`src/rtl/dcache_snoop_responder_pkg.sv`:
```
// Shared types for the dcache snoop responder.
//   msi_t          : MSI line state encoding used by the dcache state arrays.
//   snoop_state_t  : snoop responder FSM states.
//   IDX_LSB        : first address bit of the set index (above word and byte offsets).
//   downgrade()    : state a line is left in after a snoop hit.
package dcache_snoop_responder_pkg;

  localparam int IDX_W_DEFAULT = 3;
  localparam int TAG_W_DEFAULT = 25;
  localparam int BYTE_OFF_W    = 2;
  localparam int BLK_OFF_W     = 1;
  localparam int IDX_LSB       = BYTE_OFF_W + BLK_OFF_W;

  typedef enum logic [1:0] {
    MSI_I = 2'b00,
    MSI_S = 2'b01,
    MSI_M = 2'b10
  } msi_t;

  typedef enum logic [2:0] {
    SNP_IDLE    = 3'd0,
    SNP_SUPPLY0 = 3'd1,
    SNP_SUPPLY1 = 3'd2,
    SNP_WB0     = 3'd3,
    SNP_WB1     = 3'd4,
    SNP_UPDATE  = 3'd5,
    SNP_RELEASE = 3'd6
  } snoop_state_t;

  // An invalidating snoop drops the line; a plain read leaves it shared.
  function automatic msi_t downgrade(input logic inv);
    if (inv) begin
      return MSI_I;
    end else begin
      return MSI_S;
    end
  endfunction

endpackage

```
`src/rtl/dcache_snoop_responder_tag.sv`:
```
// dcache_tag_match: combinational 2-way tag compare for snoop lookups.
//   look_tag           in  tag field of the snooped address
//   way0_tag/way1_tag  in  stored tags of the indexed set
//   way0_msi/way1_msi  in  stored MSI state of the indexed set
//   hit                out some valid way matches
//   hit_way            out matching way (way0 preferred if both match)
//   hit_msi            out MSI state of the matching way (I on miss)
module dcache_tag_match
  import dcache_snoop_responder_pkg::*;
#(
  parameter int TAG_W = TAG_W_DEFAULT
) (
  input  logic [TAG_W-1:0] look_tag,
  input  logic [TAG_W-1:0] way0_tag,
  input  logic [TAG_W-1:0] way1_tag,
  input  logic [1:0]       way0_msi,
  input  logic [1:0]       way1_msi,
  output logic             hit,
  output logic             hit_way,
  output msi_t             hit_msi
);

  logic hit0_s;
  logic hit1_s;

  // Compare both ways; an I line never matches regardless of its stale tag.
  always_comb begin
    hit0_s = (way0_msi != MSI_I) && (way0_tag == look_tag);
    hit1_s = (way1_msi != MSI_I) && (way1_tag == look_tag);
    hit    = hit0_s | hit1_s;
    if (hit0_s) begin
      hit_way = 1'b0;
      hit_msi = msi_t'(way0_msi);
    end else if (hit1_s) begin
      hit_way = 1'b1;
      hit_msi = msi_t'(way1_msi);
    end else begin
      hit_way = 1'b0;
      hit_msi = MSI_I;
    end
  end

endmodule

```
`src/rtl/dcache_snoop_responder.sv`:
```
// dcache_snoop_responder: cache-side MSI snoop handler for one L1 dcache.
// Looks up snooped addresses in the dcache tag/state arrays; on an M hit it
// supplies the dirty 2-word block to the requester (BusRd only), writes it
// back to RAM and downgrades the line (M->S on BusRd, ->I on invalidate).
// Ports:
//   CLK, nRST                  clock, async active-low reset
//   ccwait, ccinv, ccsnoopaddr snoop request from the bus controller
//   dwait                      RAM handshake for the writeback
//   ccwrite                    snoop hit a Modified line
//   snp_active                 dcache bus mux select (FSM not idle)
//   snp_dWEN/daddr/dstore      writeback / supplied data bus
//   snp_idx, way*_tag, way*_msi   array lookup
//   snp_rd_way/blk, snp_rd_data   data array read
//   st_we/way/idx/msi          MSI state write port
module dcache_snoop_responder
  import dcache_snoop_responder_pkg::*;
#(
  parameter int IDX_W = IDX_W_DEFAULT,
  parameter int TAG_W = TAG_W_DEFAULT
) (
  input  logic             CLK,
  input  logic             nRST,
  input  logic             ccwait,
  input  logic             ccinv,
  input  logic [31:0]      ccsnoopaddr,
  input  logic             dwait,
  output logic             ccwrite,
  output logic             snp_active,
  output logic             snp_dWEN,
  output logic [31:0]      snp_daddr,
  output logic [31:0]      snp_dstore,
  output logic [IDX_W-1:0] snp_idx,
  input  logic [TAG_W-1:0] way0_tag,
  input  logic [TAG_W-1:0] way1_tag,
  input  logic [1:0]       way0_msi,
  input  logic [1:0]       way1_msi,
  output logic             snp_rd_way,
  output logic             snp_rd_blk,
  input  logic [31:0]      snp_rd_data,
  output logic             st_we,
  output logic             st_way,
  output logic [IDX_W-1:0] st_idx,
  output logic [1:0]       st_msi
);

  localparam int TI_W = TAG_W + IDX_W;

  snoop_state_t    state_q, state_d;
  logic [TI_W-1:0] ti_q, ti_d;          // latched {tag, idx} of the snooped block
  logic            inv_q, inv_d;
  logic            hit_q, hit_d;
  logic            hit_way_q, hit_way_d;
  msi_t            hit_msi_q, hit_msi_d;

  logic [TAG_W-1:0] look_tag_s;
  logic [IDX_W-1:0] look_idx_s;
  logic [IDX_W-1:0] idx_q_s;
  logic             m_hit_s;
  logic             m_way_s;
  msi_t             m_msi_s;
  logic             unused_addr_s;

  // Address bits above the tag field and the word/byte offsets are not
  // part of the lookup.
  assign look_tag_s    = ccsnoopaddr[IDX_LSB+IDX_W +: TAG_W];
  assign look_idx_s    = ccsnoopaddr[IDX_LSB +: IDX_W];
  assign idx_q_s       = ti_q[IDX_W-1:0];
  assign unused_addr_s = ^ccsnoopaddr;

  dcache_tag_match #(
    .TAG_W (TAG_W)
  ) u_tag_match (
    .look_tag (look_tag_s),
    .way0_tag (way0_tag),
    .way1_tag (way1_tag),
    .way0_msi (way0_msi),
    .way1_msi (way1_msi),
    .hit      (m_hit_s),
    .hit_way  (m_way_s),
    .hit_msi  (m_msi_s)
  );

  // State and latched snoop context registers.
  always_ff @(posedge CLK or negedge nRST) begin
    if (!nRST) begin
      state_q   <= SNP_IDLE;
      ti_q      <= {TI_W{1'b0}};
      inv_q     <= 1'b0;
      hit_q     <= 1'b0;
      hit_way_q <= 1'b0;
      hit_msi_q <= MSI_I;
    end else begin
      state_q   <= state_d;
      ti_q      <= ti_d;
      inv_q     <= inv_d;
      hit_q     <= hit_d;
      hit_way_q <= hit_way_d;
      hit_msi_q <= hit_msi_d;
    end
  end

  // Next-state and context update.
  always_comb begin
    state_d   = state_q;
    ti_d      = ti_q;
    inv_d     = inv_q | ccinv;   // an invalidate seen at any point sticks
    hit_d     = hit_q;
    hit_way_d = hit_way_q;
    hit_msi_d = hit_msi_q;
    case (state_q)
      SNP_IDLE: begin
        if (ccwait) begin
          ti_d      = {look_tag_s, look_idx_s};
          inv_d     = ccinv;
          hit_d     = m_hit_s;
          hit_way_d = m_way_s;
          hit_msi_d = m_msi_s;
          if (m_hit_s && (m_msi_s == MSI_M)) begin
            state_d = ccinv ? SNP_WB0 : SNP_SUPPLY0;
          end else if (m_hit_s && (m_msi_s == MSI_S) && ccinv) begin
            state_d = SNP_UPDATE;
          end else begin
            state_d = SNP_RELEASE;
          end
        end else begin
          inv_d = 1'b0;
        end
      end
      SNP_SUPPLY0: begin
        state_d = ccwait ? SNP_SUPPLY1 : SNP_IDLE;
      end
      SNP_SUPPLY1: begin
        state_d = ccwait ? SNP_WB0 : SNP_IDLE;
      end
      SNP_WB0: begin
        if (!ccwait) begin
          state_d = SNP_IDLE;
        end else if (!dwait) begin
          state_d = SNP_WB1;
        end else begin
          state_d = SNP_WB0;
        end
      end
      SNP_WB1: begin
        // Once the second word is accepted the block is safe in RAM, so the
        // downgrade happens even if the controller lets go in that cycle.
        if (!dwait) begin
          state_d = SNP_UPDATE;
        end else if (!ccwait) begin
          state_d = SNP_IDLE;
        end else begin
          state_d = SNP_WB1;
        end
      end
      SNP_UPDATE: begin
        // Track the written state so a later invalidate in RELEASE knows
        // whether the line is still shared.
        hit_msi_d = downgrade(inv_q);
        state_d   = SNP_RELEASE;
      end
      SNP_RELEASE: begin
        if (ccinv && hit_q && (hit_msi_q == MSI_S)) begin
          state_d = SNP_UPDATE;
        end else if (!ccwait) begin
          state_d = SNP_IDLE;
        end else begin
          state_d = SNP_RELEASE;
        end
      end
      default: begin
        state_d = SNP_IDLE;
      end
    endcase
  end

  // Output decode from the state register.
  always_comb begin
    ccwrite    = 1'b0;
    snp_active = (state_q != SNP_IDLE);
    snp_dWEN   = 1'b0;
    snp_daddr  = 32'd0;
    snp_dstore = 32'd0;
    snp_idx    = idx_q_s;
    snp_rd_way = 1'b0;
    snp_rd_blk = 1'b0;
    st_we      = 1'b0;
    st_way     = 1'b0;
    st_idx     = {IDX_W{1'b0}};
    st_msi     = MSI_I;
    case (state_q)
      SNP_IDLE: begin
        snp_idx = look_idx_s;
      end
      SNP_SUPPLY0: begin
        ccwrite    = 1'b1;
        snp_rd_way = hit_way_q;
        snp_rd_blk = 1'b0;
        snp_dstore = snp_rd_data;
      end
      SNP_SUPPLY1: begin
        ccwrite    = 1'b1;
        snp_rd_way = hit_way_q;
        snp_rd_blk = 1'b1;
        snp_dstore = snp_rd_data;
      end
      SNP_WB0: begin
        ccwrite    = 1'b1;
        snp_dWEN   = 1'b1;
        snp_rd_way = hit_way_q;
        snp_rd_blk = 1'b0;
        snp_daddr  = 32'({ti_q, 1'b0, 2'b00});
        snp_dstore = snp_rd_data;
      end
      SNP_WB1: begin
        ccwrite    = 1'b1;
        snp_dWEN   = 1'b1;
        snp_rd_way = hit_way_q;
        snp_rd_blk = 1'b1;
        snp_daddr  = 32'({ti_q, 1'b1, 2'b00});
        snp_dstore = snp_rd_data;
      end
      SNP_UPDATE: begin
        st_we  = 1'b1;
        st_way = hit_way_q;
        st_idx = idx_q_s;
        st_msi = downgrade(inv_q);
      end
      SNP_RELEASE: begin
        snp_idx = idx_q_s;
      end
      default: begin
        snp_idx = idx_q_s;
      end
    endcase
  end

endmodule

```
`config.mk`:
```
export PLATFORM = sky130hd
export DESIGN_NAME = dcache_snoop_responder
export DESIGN_NICKNAME = d
export VERILOG_FILES = /design/src/rtl/dcache_snoop_responder_pkg.sv /design/src/rtl/dcache_snoop_responder_tag.sv /design/src/rtl/dcache_snoop_responder.sv
export SDC_FILE = /design/constraint.sdc
export NUM_CORES = 1
export LEC_CHECK = 0
export CAP_MARGIN = 20
export CELL_PAD_IN_SITES_DETAIL_PLACEMENT = 1
export CELL_PAD_IN_SITES_GLOBAL_PLACEMENT = 1
export CORE_MARGIN = 2
export CORE_UTILIZATION = 44
export CTS_CLUSTER_DIAMETER = 100
export DETAILED_ROUTE_END_ITERATION = 8
export DONT_BUFFER_PORTS = 1
export GPL_TIMING_DRIVEN = 0
export PLACE_DENSITY = 0.88
export SETUP_SLACK_MARGIN = 0.15
export SYNTH_ARGS = -nofsm -noshare
export SYNTH_HDL_FRONTEND = slang
export SYNTH_HIERARCHICAL = 1
export SYNTH_SLANG_ARGS = --single-unit
```
`constraint.sdc`:
```
create_clock -name CLK -period 2 [get_ports CLK]
set_clock_uncertainty 0.2 [all_clocks]
set_input_delay 0.4 -clock CLK [delete_from_list [all_inputs] [get_ports CLK]]
set_output_delay 0.4 -clock CLK [all_outputs]
set_load 0.05 [all_outputs]
```
## Yosys cells after proc, flatten, opt, wreduce, memory -nomap -nowiden

Index checks and enable logic that the tools add are counted.

| word-level totals | value |
|---|---|
| bits in registers | 36 |
| input port bits | 123 |
| output and inout bits | 79 |
| logic and storage cells | 70 |

| operators by class | value |
|---|---|
| equal/unequal tests | 12 |
| mux-type cells | 33 |
| bitwise gates (word level) | 2 |
| reductions and logical operators | 17 |

Operators by type and width:

| kind | count |
|---|---|
| case mux 31 bit (2 select lines) | 1 |
| == test 25 bit | 2 |
| two-way mux 32 bit | 1 |
| two-way mux 3 bit | 10 |
| case mux 3 bit (7 select lines) | 1 |
| two-way mux 2 bit | 7 |
| two-way mux 1 bit | 12 |
| == test 3 bit, second input constant | 3 |
| logical AND 1 bit | 7 |
| == test 3 x 2 -> 1 bit, second input constant | 2 |
| nonzero test 2 bit | 3 |
| == test 2 x 1 -> 1 bit, second input constant | 2 |
| case mux 2 bit (2 select lines) | 1 |
| AND reduction 2 bit | 2 |
| OR reduction 2 bit | 2 |
| OR reduction 4 bit | 1 |
| == test 3 x 1 -> 1 bit, second input constant | 1 |
| logical NOT 3 bit | 1 |
| nonzero test 3 bit | 1 |
| == test 2 bit, second input constant | 1 |
| inequality test 2 bit, second input constant | 1 |
| OR 1 bit | 2 |

## Longest topological paths before layout

| logic depth | value |
|---|---|
| depth after elaboration | 11 |
| depth in mapped cells | 9 |
| gate-level depth less buffers | 9 |

## By module

Netlist, hierarchy kept.

By module, submodules not included:

| module | times used | cells an instance | area each (µm²) | seq. area each (µm²) |
|---|---|---|---|---|
| dcache_snoop_responder | 1 | 208 | 2092.0 | 900.9 |
| dcache_tag_match | 1 | 77 | 625.6 | 0.0 |

## Worst setup path before layout

No wires, ideal clock.

| timing path | value |
|---|---|
| path type | register -> output |
| start | register state_q[0] |
| end | output snp_daddr[10] |
| arrival | 2131 ps |
| data required time | 1400 ps |
| setup slack | -731 ps |
| cell stages (with the launch flop) | 7 |
| buffers on the path | 2 |
| cells stage by stage | dfrtp_1 > buf_2 > nor2_2 > and2_1 > o21bai_1 > buf_2 > and2_1 |

| between the ends | value |
|---|---|
| longest elaborated chain between the ends | 2 |

Ends and longest elaborated chain:

| item | line | text |
|---|---|---|
| from (decl) | dcache_snoop_responder.sv:48 | `snoop_state_t state_q, state_d;` |
| from (signal assigned) | dcache_snoop_responder.sv:93 | `state_q <= state_d;` |
| == test 3 bit or == test 3 x 2 -> 1 bit (tied branches) | dcache_snoop_responder.sv:190 | `case (state_q)` |
| case mux 31 bit (2 select lines) * | dcache_snoop_responder.sv:190 |  |
| to (decl) | dcache_snoop_responder.sv:30 | `output logic [31:0] snp_daddr,` |

Every way passes the cells marked *; elsewhere a longest branch is shown, timed or not.

## Final worst setup path

| timing path | value |
|---|---|
| start | register state_q[0] |
| end | output snp_daddr[29] |

Same word-level chain as after synthesis.

==> flow_summary.json <==
{
  "status": "complete, but fails checks",
  "violations": "negative setup slack",
  "viasPerCell": 5.89,
  "reg2reg_slack_ps": -170,
  "layoutNonFillerInstCount": 416,
  "ir_worst_vdd_uv": 1710,
  "met3_usage_pct": 7.28,
  "cp.arrival_ps": 1940,
  "maxSlewViolCount": 0,
  "vias": 2452,
  "placedCellCount": 363,
  "timing.rr.end": "ti_q[17]",
  "first_global_vias": 2532,
  "worstSetupPathType": "flop to output pin",
  "ios": 202,
  "r2r_cells": 9,
  "leakagePower_nw": 1.83,
  "clk_pin_slew_worst_paths_ps": 80,
  "antenna_cells": 0,
  "fin_crit_ps": 2540,
  "cts_buffers": 5,
  "clock-sinks": 36,
  "place_congestion": 0.808,
  "post_route_cells_drive_above_1_share_pct": 58.9,
  "grt_use_met2_pct": 54.0,
  "synth_top_area_cell": "dfrtp_1",
  "synth-async-reset-ratio_pct": 100,
  "postRouteAntennaNets": 0,
  "yosysSeqAreaShare_pct": 33.1,
  "drc": 0,
  "clockRootBuffer": "clkbuf_8",
  "coreArea_mm2": 0.00596,
  "syn-cell-area_mm2": 0.00272,
  "die_w_um": 82.6,
  "overflow": 0,
  "finalInstanceArea_mm2": 0.00418,
  "r2r-start": "state_q[0]",
  "dr.pass1.iters": 4,
  "finalSetupViolations": 109,
  "synthToLayoutAreaGrowth_pct": 53.8,
  "min_to": "ti_q[7]",
  "initial_core_util_pct": 45.6,
  "grt_max_degree": 37,
  "ys_types": 38,
  "cp_max_fo": 7,
  "slew_headroom_pct": 60.7,
  "clk_latency_ps": 290,
  "grt_usage_pct": 28.2,
  "post_dp_cell_area_mm2": 0.00315,
  "place_hpwl_mm": 7.02,
  "drv_cap": 0,
  "min_path_type": "input port to flop",
  "ys_top_cells_by_area": "dfrtp_1 (33%), and2_1 (15%), xnor2_1 (13%)",
  "port_buffers": 0,
  "hold_depth": 1,
  "period_share_pct": 127,
  "hold_violations": 0,
  "clockBufferDepth": 2,
  "wire_per_inst_um": 25.9,
  "rsz0062_at_grt": "yes",
  "hp-start": "ccsnoopaddr[10]",
  "drt_first_iter_violations": 47,
  "critPathLaunchType": "flop",
  "synth_edf_count": 0,
  "ys_warn_count": 6,
  "ys_ff_latch": 36,
  "synth_area_per_cell_um2": 9.54,
  "row_count": 28,
  "final_nets": 463,
  "synthFlopType": "dfrtp_1",
  "timing.fmax_mhz": 393,
  "cts_tree": "done",
  "wl_mm": 10.8,
  "synth_cells": 285,
  "setup_ws_ps": -542,
  "cellPowerDensity_mw_per_mm2": 2220,
  "die_y_um": 82.6,
  "top_usage_layer": "met2",
  "cp.required_ps": 1400,
  "grt_pass1_wl_mm": 13.9,
  "synth.top_cell.area_share_pct": 33.1,
  "end_kind": "output pin",
  "utilization_pct": 70.2,
  "antenna_found_initial": 0,
  "htree_levels": 2,
  "tightestPinTransition_ps": 587,
  "grt_util_met1_pct": 30.2,
  "dieArea_mm2": 0.00682
}
[cells in the mapped netlist (2+ instances only)]
| cell | count |
|---|---|
| o22ai_1 | 2 |
| dfrtp_1 | 36 |
| nor2b_1 | 2 |
| clkbuf_1 | 3 |
| and2_1 | 67 |
| o21a_1 | 2 |
| mux2_1 | 28 |
| buf_2 | 5 |
| nor3_1 | 4 |
| nor4_1 | 3 |
| nand2_1 | 15 |
| mux2i_1 | 2 |
| nor2_1 | 10 |
| o21bai_1 | 2 |
| buf_6 | 2 |
| xor2_1 | 12 |
| nand4_1 | 9 |
| xnor2_1 | 40 |
| a21oi_1 | 5 |
| buf_4 | 7 |
| o21ai_0 | 5 |
| inv_1 | 4 |
| mux2_2 | 4 |
| nand2b_1 | 2 |
[worst max path at each step]
stage,end,depth (start not counted),slack [ps],from
after floorplan,state_q[2],9,-540,ccsnoopaddr[29]
after CTS,state_q[2],9,-500,ccsnoopaddr[30]
after global placement,state_q[0],9,-930,ccsnoopaddr[30]
after global routing,snp_daddr[29],7,-610,state_q[0]
final,snp_daddr[29],7,-540,state_q[0]
after detailed placement,state_q[2],9,-960,ccsnoopaddr[30]
[layout make-up]
cell class / instances / area [µm²]
plain buffers: 17 / 253
clock buffers: 7 / 96.3
clock inverters: 1 / 30.0
fillers: 587 / 1780
inverters: 4 / 18.8
multi-input cells: 231 / 2200
flip-flops and latches: 36 / 903
well taps: 75 / 93.8
repair buffers: 45 / 586
[placed cells by master (no fill, tap or decap), types with 2 or more instances in the layout]
master     count
and2_4        67
dfrtp_1       34
mux2_4        32
xnor2_1       31
buf_6         22
buf_4         16
xor2_1        12
nand4_1        9
nand2_1        8
buf_12         8
buf_8          8
clkbuf_8       7
nor2_1         6
xnor2_2        6
clkbuf_16      5
a21oi_1        5
o21ai_0        5
nand2_4        4
conb_1         4
nor2_4         3
xnor2_4        3
nand2_2        3
inv_1          3
nor3_1         3
nor4_1         3
nor3_4         2
nor2_2         2
mux2i_1        2
nor2b_1        2
o21a_1         2
buf_16         2
dfrtp_2        2
or4_4          2
[timing repair]
item | 4_1_cts | 5_1_grt
setup endpoints to repair | 111 | 110
pin swaps | 34 | 17
hold buffers | 2 | 0
cloned | 4 | 4
resized for setup | 61 | 50
endpoints found under the hold margin | 36 | 0
buffers inserted | 26 | 9
[logic make-up (layout without fill, tap and decap cells)]
| family | after synthesis | after routing | synth area share (%) |
|---|---|---|---|
| AND/OR/NAND/NOR | 121 | 121 | 26.7 |
| flip-flops | 36 | 36 | 33.1 |
| AO/OA/AOI/OAI | 20 | 20 | 4.60 |
| other | 1 | 4 | 0.138 |
| multiplexers | 34 | 34 | 14.0 |
| XOR/XNOR | 52 | 52 | 16.8 |
| buffers and inverters | 21 | 74 | 4.65 |
[through the flow]
stage / setup TNS (ps) / hold slack [ps] / power [W] / worst slack, ps
finish: -38060 / 54.5 / 0.00927 / -542
global route: -45090 / 40.9 / 0.00963 / -611
CTS: -29160 / 35.6 / 0.00839 / -503
detailed placement: -19890 / -95.1 / 0.00641 / -960
global placement: -18240 / -94.7 / 0.00630 / -930
floorplan: -8580 / -95.6 / 0.00594 / -544
[metal layers]
metal  vias up  routed length [µm]
li1       1053                   -
met1      1231                3760
met2       145                5970
met3        23                 767
met4         0                 252
met5         -                   0
[sequential cells by signal (all words and copies together), names as in the netlist]
| signal | cells |
|---|---|
| ti_q | 28 |
| state_q | 3 |
| hit_msi_q | 2 |
| hit_q | 1 |
| hit_way_q | 1 |
| inv_q | 1 |
[worst max-delay path, stage by stage (launching register included)]
cell       delay, ps
dfrtp_1          380
buf_6            130
nor2_4           110
and2_4           260
o21bai_4         190
buf_8            190
clkbuf_16        150
and2_4           240
[where the power goes]
group | internal [W] | switching [W]
Combinational | 0.00310 | 0.00413
Clock | 0.000440 | 0.000268
Sequential | 0.00107 | 0.000268
(Power assumes the default switching activity.)
